`config.mk`:
```
export PLATFORM = sky130hd
export DESIGN_NAME = switch_debounce4
export DESIGN_NICKNAME = d
export VERILOG_FILES = /design/src/rtl/switch_debounce4.sv
export SDC_FILE = /design/constraint.sdc
export NUM_CORES = 1
export LEC_CHECK = 0
export BUFFER_PORTS_ARGS = -buffer_cell sky130_fd_sc_hd__buf_2
export CAP_MARGIN = 10
export CORE_ASPECT_RATIO = 1.4
export CORE_MARGIN = 2
export CORE_UTILIZATION = 58
export DETAILED_ROUTE_END_ITERATION = 10
export GPL_ROUTABILITY_DRIVEN = 0
export GPL_TIMING_DRIVEN = 0
export HOLD_SLACK_MARGIN = 0.12
export PLACE_DENSITY = 0.75
export SETUP_SLACK_MARGIN = 0.02
export SLEW_MARGIN = 20
export SYNTH_ARGS = -nofsm -noshare
export SYNTH_HDL_FRONTEND = slang
export SYNTH_SLANG_ARGS = --single-unit
export TNS_END_PERCENT = 1
```
`constraint.sdc`:
```
create_clock -name clk -period 4.9 [get_ports clk]
set_input_delay 1.47 -clock clk [delete_from_list [all_inputs] [get_ports clk]]
set_output_delay 1.47 -clock clk [all_outputs]
set_load 0.05 [all_outputs]
```
`src/rtl/switch_debounce4.sv`:
```
`default_nettype none
// ============================================================================
// Module   : switch_debounce4
// Brief    : Four-channel switch conditioner: N-flop synchronizer followed by
//            a stability-counter debouncer per channel, plus a post-reset
//            settle flag and a one-cycle change pulse. Defining DB_EDGE_EN
//            adds per-bit rise/fall pulse outputs.
// Revision : 1.0 - initial release
// ============================================================================
module switch_debounce4 #(
    parameter int SYNC_STAGES = 2,
    parameter int DB_CYCLES   = 50000,
    parameter int CNT_W       = 16
) (
    input  logic       clk,
    input  logic       rst,
    input  logic [3:0] raw_in,
    output logic [3:0] sw_out,
    output logic       valid,
    output logic       changed
`ifdef DB_EDGE_EN
    ,
    output logic [3:0] rise,
    output logic [3:0] fall
`endif
);

    localparam logic [0:0] ST_STABLE  = 1'b0;
    localparam logic [0:0] ST_PENDING = 1'b1;

    localparam int                SETTLE     = SYNC_STAGES + DB_CYCLES;
    localparam int                SET_W      = $clog2(SETTLE + 1);
    localparam logic [CNT_W-1:0]  CNT_LAST   = CNT_W'(DB_CYCLES - 1);
    localparam logic [SET_W-1:0]  SETTLE_END = SET_W'(SETTLE);

    logic [3:0]       sync_q   [SYNC_STAGES];
    logic [3:0]       sync_d   [SYNC_STAGES];
    logic [0:0]       state_q  [4];
    logic [0:0]       state_d  [4];
    logic [CNT_W-1:0] cnt_q    [4];
    logic [CNT_W-1:0] cnt_d    [4];
    logic [3:0]       sw_out_q, sw_out_d;
    logic             changed_q, changed_d;
    logic             valid_q, valid_d;
    logic [SET_W-1:0] settle_q, settle_d;
    logic [3:0]       sync_s;

    always_comb begin
        sync_d[0] = raw_in;
        for (int k = 1; k < SYNC_STAGES; k++) begin
            sync_d[k] = sync_q[k-1];
        end
    end

    assign sync_s = sync_q[SYNC_STAGES-1];

    // Per-channel debounce: a change is accepted only after DB_CYCLES
    // consecutive synchronized samples that differ from the current output.
    always_comb begin
        sw_out_d = sw_out_q;
        for (int i = 0; i < 4; i++) begin
            state_d[i] = state_q[i];
            cnt_d[i]   = cnt_q[i];
            case (state_q[i])
                ST_STABLE: begin
                    if (sync_s[i] != sw_out_q[i]) begin
                        state_d[i] = ST_PENDING;
                        cnt_d[i]   = CNT_W'(1);
                    end else begin
                        cnt_d[i]   = '0;
                    end
                end
                default: begin
                    if (sync_s[i] == sw_out_q[i]) begin
                        state_d[i] = ST_STABLE;
                        cnt_d[i]   = '0;
                    end else if (cnt_q[i] == CNT_LAST) begin
                        sw_out_d[i] = sync_s[i];
                        state_d[i]  = ST_STABLE;
                        cnt_d[i]    = '0;
                    end else begin
                        cnt_d[i]    = cnt_q[i] + CNT_W'(1);
                    end
                end
            endcase
        end
    end

    always_comb begin
        changed_d = |(sw_out_d ^ sw_out_q);
        settle_d  = (settle_q == SETTLE_END) ? settle_q : settle_q + SET_W'(1);
        valid_d   = valid_q | (settle_d == SETTLE_END);
    end

    always_ff @(posedge clk) begin
        if (rst) begin
            for (int k = 0; k < SYNC_STAGES; k++) sync_q[k] <= '0;
            for (int i = 0; i < 4; i++) begin
                state_q[i] <= ST_STABLE;
                cnt_q[i]   <= '0;
            end
            sw_out_q  <= '0;
            changed_q <= 1'b0;
            valid_q   <= 1'b0;
            settle_q  <= '0;
        end else begin
            for (int k = 0; k < SYNC_STAGES; k++) sync_q[k] <= sync_d[k];
            for (int i = 0; i < 4; i++) begin
                state_q[i] <= state_d[i];
                cnt_q[i]   <= cnt_d[i];
            end
            sw_out_q  <= sw_out_d;
            changed_q <= changed_d;
            valid_q   <= valid_d;
            settle_q  <= settle_d;
        end
    end

    assign sw_out  = sw_out_q;
    assign changed = changed_q;
    assign valid   = valid_q;

`ifdef DB_EDGE_EN
    logic [3:0] rise_q, rise_d;
    logic [3:0] fall_q, fall_d;

    always_comb begin
        rise_d = sw_out_d & ~sw_out_q;
        fall_d = ~sw_out_d & sw_out_q;
    end

    always_ff @(posedge clk) begin
        if (rst) begin
            rise_q <= '0;
            fall_q <= '0;
        end else begin
            rise_q <= rise_d;
            fall_q <= fall_d;
        end
    end

    assign rise = rise_q;
    assign fall = fall_q;
`endif

endmodule
`default_nettype wire

```
Yosys cells after proc, flatten, opt, wreduce, memory -nomap -nowiden --
Memory sizes are Yosys's and may differ from the RTL's. Cells that the tools add are included.
Operators by class: $add $sub $neg 5, equal/unequal tests 14, multiplexer cells 58, bitwise gates (word level) 12, reductions and logical operators 1
Operators by type and width (count):
- $mux 16 | 17
- $eq 16x16->1 const B | 6
- $add 16x1->16 const B | 5
- $mux 1 | 39
- $or 1x1->1 | 11
- $mux 4 | 2
- $eq 1x1->1 | 4
- $ne 1x1->1 | 4
- $reduce_or 4->1 | 1
- $xor 4x4->4 | 1
Storage, ports and cells: bits in registers 22, RAM bits 76, bits of input ports 6, output and inout bits 6, word-level logic and storage cells 97, memories kept 3
Memories:
- cnt_q | words 4, bits a word 16, read ports 4, clocked after memory_dff 0, write ports 4, RTL line 40 | logic [CNT_W-1:0] cnt_q [4];
- sync_q | words 2, bits a word 4, read ports 2, clocked after memory_dff 0, write ports 2, RTL line 36 | logic [3:0] sync_q [SYNC_STAGES];
- state_q | words 4, bits a word 1, read ports 4, clocked after memory_dff 0, write ports 4, RTL line 38 | logic [0:0] state_q [4];

Longest topological paths before layout --
Gate-level depths: netlist of the first run. An unclocked memory read counts as a cell.
depth in word-level cells 7, gate-level depth with buffers 8, mapped depth without buffers 7

Least setup slack after synthesis of the first run --
OpenSTA, ideal clock, no wires.
kind input -> register, from input port rst, to memory cnt_q[0][10], setup time 0.064 ns, arrival 2.527 ns, required time 4.836 ns, path slack 2.309 ns, stages 6, buffers on the path 3, path through clkbuf_1 > nand2b_1 > or3b_1 > clkbuf_1 > buf_2 > nor2_1
RTL lines:
- start, declared | RTL line 16 | input logic rst,
- end, declared | RTL line 40

Worst setup path in the final report of the first run --
from register sw_out_q[2], in the netlist sw_out[2], to output port sw_out[2]
RTL lines:
- start, declared | RTL line 42 | logic [3:0] sw_out_q, sw_out_d;
- start signal, assigned | RTL line 112 | sw_out_q <= sw_out_d;
- end, declared | RTL line 18 | output logic [3:0] sw_out,
No word-level cell between the ends.

==> results.sh, run 1 <==
export IMPL_rsz0062_at_grt="no"
export IMPL_place_ws_ps=2050
export IMPL_fin_ws_ps=2390
export IMPL_floorplan_rows=37
export IMPL_antenna_found_initial=0
export IMPL_worstPathArrival_ps=1040
export IMPL_route_met3_wl_um=219
export IMPL_crit_buf_inv=1
export IMPL_syn_avg_cell_area_um2=9.05
export IMPL_switching_share_pct=22.0
export IMPL_core_mm2=0.00731
export IMPL_stdcell_area_mm2=0.00472
export IMPL_power_total_mw=1.34
export IMPL_hold_slack_ps=436
export IMPL_place_area_mm2=0.00453
export IMPL_vias_per_cell=5.47
export IMPL_io_pins=12
export IMPL_syn_num_nets=494
export IMPL_clk_latency_ps=370
export IMPL_syn_area_mm2=0.00436
export IMPL_yosysWarnings=0
export IMPL_die_y_um=107
export IMPL_drive_above_1_share_pct=7.89
export IMPL_min_path_type="reg -> reg"
export IMPL_cpPeakStageDelay_ps=380
export IMPL_p_sw_uw=294
export IMPL_drc=0
export IMPL_ys_ff_latch=98
export IMPL_gr_total_overflow=0
export IMPL_synth_cells=482
export IMPL_yosysTopAreaCell="dfxtp_1"
export IMPL_cts_buffer_depth=2
export IMPL_antenna_cells=0
export IMPL_cts_resized=0
export IMPL_cts_num_sinks=98
export IMPL_post_cts_buffers=0
export IMPL_p_leak_nw=1.68
export IMPL_p_comb_share_pct=1.6
export IMPL_crit_type="reg -> out"
export IMPL_cp_top_family="flip-flops"
export IMPL_grt_first_pass_wirelength_mm=13.5
export IMPL_netlist_cell_type_count=46
export IMPL_async_flop_share_pct=0
export IMPL_cp_max_fo=3
export IMPL_ctsHoldBuffers=0
export IMPL_dieArea_mm2=0.00824
export IMPL_synth_ff_type="dfxtp_1"
export IMPL_highest_layer="met4"
export IMPL_clk_pin_slew_ps=90
export IMPL_clock_fmax_mhz=398
export IMPL_wl_per_cell_um=12.9
export IMPL_finalSetupTns_ps=0
export IMPL_p_clk_share_pct=38.0
export IMPL_finalMaxSlewViolations=0
export IMPL_yosysSeqAreaShare_pct=45.0
export IMPL_drt_iter0_markers=173
export IMPL_grt_use_total_pct=20.4
export IMPL_post_route_period_util_pct=51.3
export IMPL_crit_chain="buf_2"
export IMPL_die_w_um=77.3
export IMPL_grt_pass1_vias=3040
export IMPL_cts_tree="yes"
export IMPL_cts_made_buffers=9
export IMPL_worstMarginPinSlew_ps=490
export IMPL_num_nets_final=515
export IMPL_placement_io_buffers=10
export IMPL_vias=3305
export IMPL_final_cell_count_no_fill=604
export IMPL_setup_worst_path_start="sw_out[2]$_SDFF_PP0_"
export IMPL_required_ps=3430
export IMPL_finalWirelength_mm=7.78
export IMPL_dp_cells=589
export IMPL_wl_met1_mm=3.57
export IMPL_ant_nets=0
export IMPL_finalClockSkew_ps=7.40
export IMPL_root_buffer="clkbuf_8"
export IMPL_synth_top_cell_area_share_pct=45.0
export IMPL_power_density_mw_per_mm2=284
export IMPL_grt_max_degree=16
export IMPL_rr_startpoint="cnt_q[0][0]$_SDFF_PP0_"
export IMPL_worstSetupEndpointType="primary output"
export IMPL_fin_crit_ps=2510
export IMPL_ys_top_cells_by_area="dfxtp_1 45%, xor2_1 7.6%, nor2_1 7.4%"
export IMPL_route_met2_wl_mm=3.79
export IMPL_drt_pre_antenna_iters=4
export IMPL_maxCapViolations=0
export IMPL_setup_viol=0
export IMPL_final_util_pct=64.5
export IMPL_cts_max_level=3
export IMPL_slew_headroom_pct=66.9
export IMPL_synth_edf_count=0
export IMPL_syn_to_final_growth_pct=8.15
export IMPL_hold_start="state_q[0]$_SDFF_PP0_"
export IMPL_hpwl_mm=5.59
export IMPL_power_frac_seq_pct=60.4
export IMPL_vdd_ir_drop_max_mv=0.186
export IMPL_hold_viol=0
export IMPL_cp_start_kind="flip-flop"
export IMPL_status="completed"
export IMPL_synth_commonest_cells="98 x dfxtp_1, 86 x nor2_1, 38 x xor2_1, 29 x xnor2_1, 27 x nand2_1"
export IMPL_start_util_pct=59.6
export IMPL_synth_most_common_cell="dfxtp_1"
export IMPL_intPower_mw=1.04
export IMPL_cpMaxStageDelayCell="dfxtp_1"
## path summary, 6_finish.rpt
path	slack, ps	cells after the start	to
max	2390	1	sw_out[2]
max reg2reg	2860	8	cnt_q[0][5]$_SDFF_PP0_
min reg2reg	440	1	cnt_q[0][0]$_SDFF_PP0_
min	440	1	cnt_q[0][0]$_SDFF_PP0_
## cell usage in the layout (no fill, tap or decap), types with 2 or more instances in the layout
cell and n:
clkinv_2 2, and4_1 9, xnor2_1 29, a211oi_1 2
nor2b_1 17, xor2_1 38, o21ai_0 10, nor4b_1 4
nand4_1 17, or4bb_1 2, or4b_4 2, clkbuf_8 9
nand3b_4 2, and2_1 6, inv_1 12, a32oi_1 2
or3_1 8, dfxtp_1 98, buf_2 13, a21oi_1 15
nand2_1 27, nor2_1 86, or3b_1 2, nor4_1 4
ha_1 6, nand2b_1 7, nor3_1 5, clkbuf_1 11
mux2i_1 2, nand3_1 23, and3_1 15, nor4_4 3
## area by class of cell
class	instances	area [µm²]
Multi-Input combinational cell	356	2270
Sequential cell	98	1960
Fill cell	652	2600
Timing Repair Buffer	10	50.0
Tap cell	97	121
Buffer	16	86.3
Clock buffer	10	128
Clock inverter	5	56.3
Inverter	12	45.0
## logic make-up after synthesis
| group | synth area share, % |
|---|---|
| AND/OR/NAND/NOR | 31.2 |
| flip-flops | 45.0 |
| XOR/XNOR | 13.5 |
| AO/OA/AOI/OAI | 4.88 |
| buffers and inverters | 3.01 |
| adder cells (fa/ha/maj) | 1.72 |
| multiplexers | 0.717 |
## power by group through the flow
| stage | Clock, mW | Sequential, mW | Combinational [mW] |
|---|---|---|---|
| after floorplan | 0 | 0.825 | 0.0163 |
| after global placement | 0 | 0.827 | 0.0213 |
| after detailed placement | 0 | 0.827 | 0.0219 |
| after CTS | 0.523 | 0.808 | 0.0219 |
| after global routing | 0.557 | 0.810 | 0.0246 |
| final | 0.508 | 0.808 | 0.0217 |
## metal layers
layer,vias to the layer above,track usage [%]
li1,1688,-
met1,1547,24.8
met2,53,33.6
met3,17,3.96
met4,0,11.7
met5,-,0
## sequential cells by signal, indices dropped and copies added, names as in the netlist
name	cells
cnt_q	64
settle_q	16
sync_q	8
state_q	4
sw_out	4
changed	1
valid	1
## worst register-to-register path, stage by stage, from the launching register on
cell	delay [ps]
dfxtp_1	370
ha_1	200
and3_1	160
clkbuf_1	220
nand4_1	210
or3b_1	210
clkbuf_1	230
buf_2	270
nor2_1	70
(Power assumes the default switching activity.)
==> run 2, diff against run 1 <==
Settings changed: CORE_UTILIZATION 58 to 56, PLACE_DENSITY 0.75 to 0.76.
Clock period 4.9 ns to 2 ns, I/O delays scaled along.
==> run 2 against run 1 <==
  * Global-route usage down 0.31 points
  * Worst hold slack got worse by 1.8 ps
  * Critical path depth rose by 6
  * Clock power increased by 150%
  * Critical path type is now reg -> reg
  * Largest cell class unchanged
  * Highest routed layer unchanged
==> results.sh, run 2 (synthesis results as in run 1) <==
export IMPL_status="completed"
export IMPL_worstPathArrival_ps=2180
export IMPL_cp_top_family="simple AND/OR/NAND/NOR gates"
export IMPL_seqCellArea_mm2=0.00196
export IMPL_cp_start_kind="flip-flop"
export IMPL_final_cell_mix="98 x dfxtp_1, 86 x nor2_1, 38 x xor2_1"
export IMPL_die_w_um=78.6
export IMPL_floorplan_rows=38
export IMPL_rsz0062_at_grt="no"
export IMPL_grt_pass1_vias=3261
export IMPL_cts_made_buffers=9
export IMPL_vias_per_cell=5.41
export IMPL_finalClockSkew_ps=6.27
export IMPL_worstMarginPinSlew_ps=484
export IMPL_gr_total_overflow=0
export IMPL_clock_fmax_mhz=532
export IMPL_hpwl_mm=5.59
export IMPL_grt_use_total_pct=20.1
export IMPL_cts_max_level=3
export IMPL_fin_crit_ps=1880
export IMPL_num_nets_final=514
export IMPL_top_regs="cnt_q x64, settle_q x16, sync_q x8"
export IMPL_vias=3285
export IMPL_start_util_pct=57.0
export IMPL_drt_iter0_markers=210
export IMPL_worstSetupEndpointType="flip-flop"
export IMPL_maxCapViolations=0
export IMPL_min_path_type="reg -> reg"
export IMPL_cpMaxStageDelayCell="or3b_4"
export IMPL_hold_slack_ps=434
export IMPL_core_mm2=0.00765
export IMPL_multi_input_area_mm2=0.00230
export IMPL_finalMaxSlewViolations=0
export IMPL_placement_io_buffers=10
export IMPL_ant_nets=0
export IMPL_grt_first_pass_wirelength_mm=13.7
export IMPL_final_cell_count_no_fill=607
export IMPL_io_pins=12
export IMPL_fill_cells=677
export IMPL_p_leak_nw=1.70
export IMPL_cpPeakStageDelay_ps=460
export IMPL_cp_max_fo=10
export IMPL_grt_max_degree=16
export IMPL_power_density_mw_per_mm2=690
export IMPL_root_buffer="clkbuf_8"
export IMPL_setup_viol=0
export IMPL_die_y_um=108
export IMPL_dp_cells=592
export IMPL_drive_above_1_share_pct=9.47
export IMPL_wl_per_cell_um=12.9
export IMPL_largest_register_ffs=64
export IMPL_hold_viol=0
export IMPL_cts_tree="yes"
export IMPL_cts_num_sinks=98
export IMPL_antenna_found_initial=0
export IMPL_slew_headroom_pct=67.7
export IMPL_crit_buf_inv=2
export IMPL_antenna_cells=0
export IMPL_layout_commonest_cell="dfxtp_1"
export IMPL_clk_pin_slew_ps=90
export IMPL_syn_to_final_growth_pct=9.27
export IMPL_stdcell_area_mm2=0.00476
export IMPL_finalWirelength_mm=7.82
export IMPL_vdd_ir_drop_max_mv=0.418
export IMPL_dieArea_mm2=0.00852
export IMPL_regMostFlops="cnt_q"
export IMPL_post_route_period_util_pct=93.9
export IMPL_cts_buffer_depth=2
export IMPL_place_area_mm2=0.00454
export IMPL_clk_latency_ps=360
export IMPL_crit_type="reg -> reg"
export IMPL_crit_chain="ha_1 -> and3_1 -> clkbuf_2 -> nand4_1 -> or3b_4 -> buf_6 -> nor2_1"
export IMPL_drt_pre_antenna_iters=4
export IMPL_required_ps=2300
export IMPL_drc=0
export IMPL_post_cts_buffers=0
[run 2: area by class of cell]
type                       instances  area share (%)
clock buffer                      11            2.97
timing repair buffer              10            1.05
buffer                            15            1.92
multi-input combinational        356            48.2
tap                              100            2.63
clock inverter                     5            1.13
inverter                          12           0.945
sequential                        98            41.2
[run 2: worst reg2reg max path, cell delays in order (launching register included)]
cell      delay [ps]
dfxtp_1          340
ha_1             230
and3_1           180
clkbuf_2         140
nand4_1          200
or3b_4           460
buf_6            160
nor2_1           100
[run 2: report_power, final]
group | total [mW] | leakage, nW | switching, mW | internal [mW]
sequential | 1.98 | 0.792 | 0.0145 | 1.97
clock | 1.25 | 0.103 | 0.642 | 0.608
combinational | 0.0550 | 0.800 | 0.0320 | 0.0230
[run 2: what timing repair did]
action,4_1_cts,5_1_grt
endpoints found under the setup margin,11,21
pin swaps,1,0
resized for setup,3,8
hold buffers,0,0
[run 2: metal layers]
layer | share of wire (%) | vias up | GRT usage, %
li1 | - | 1690 | -
met1 | 44 | 1528 | 22.6
met2 | 51 | 55 | 36.0
met3 | 3.3 | 12 | 5.26
met4 | 1.9 | 0 | 7.89
met5 | 0 | - | 0
[run 2: path summary, 6_finish.rpt]
path	from	endpoint	slack, ps	depth (start not counted)
max	cnt_q[0][0]$_SDFF_PP0_	cnt_q[0][7]$_SDFF_PP0_	120	7
min	state_q[0]$_SDFF_PP0_	cnt_q[0][0]$_SDFF_PP0_	430	1
max reg2reg	cnt_q[0][0]$_SDFF_PP0_	cnt_q[0][7]$_SDFF_PP0_	120	7
min reg2reg	state_q[0]$_SDFF_PP0_	cnt_q[0][0]$_SDFF_PP0_	430	1
[run 2: metrics by stage]
step / util [%] / power (mW) / TNS, ps / setup WS [ps]
detailed placement: 59.3 / 2.08 / -1460 / -106
finish: 62.2 / 3.29 / 0 / 121
global placement: 59.3 / 2.08 / -554 / -58.7
global route: 62.2 / 3.41 / 0 / 32.6
CTS: 61.9 / 3.33 / 0 / 50.0
floorplan: - / 2.06 / 0 / 257
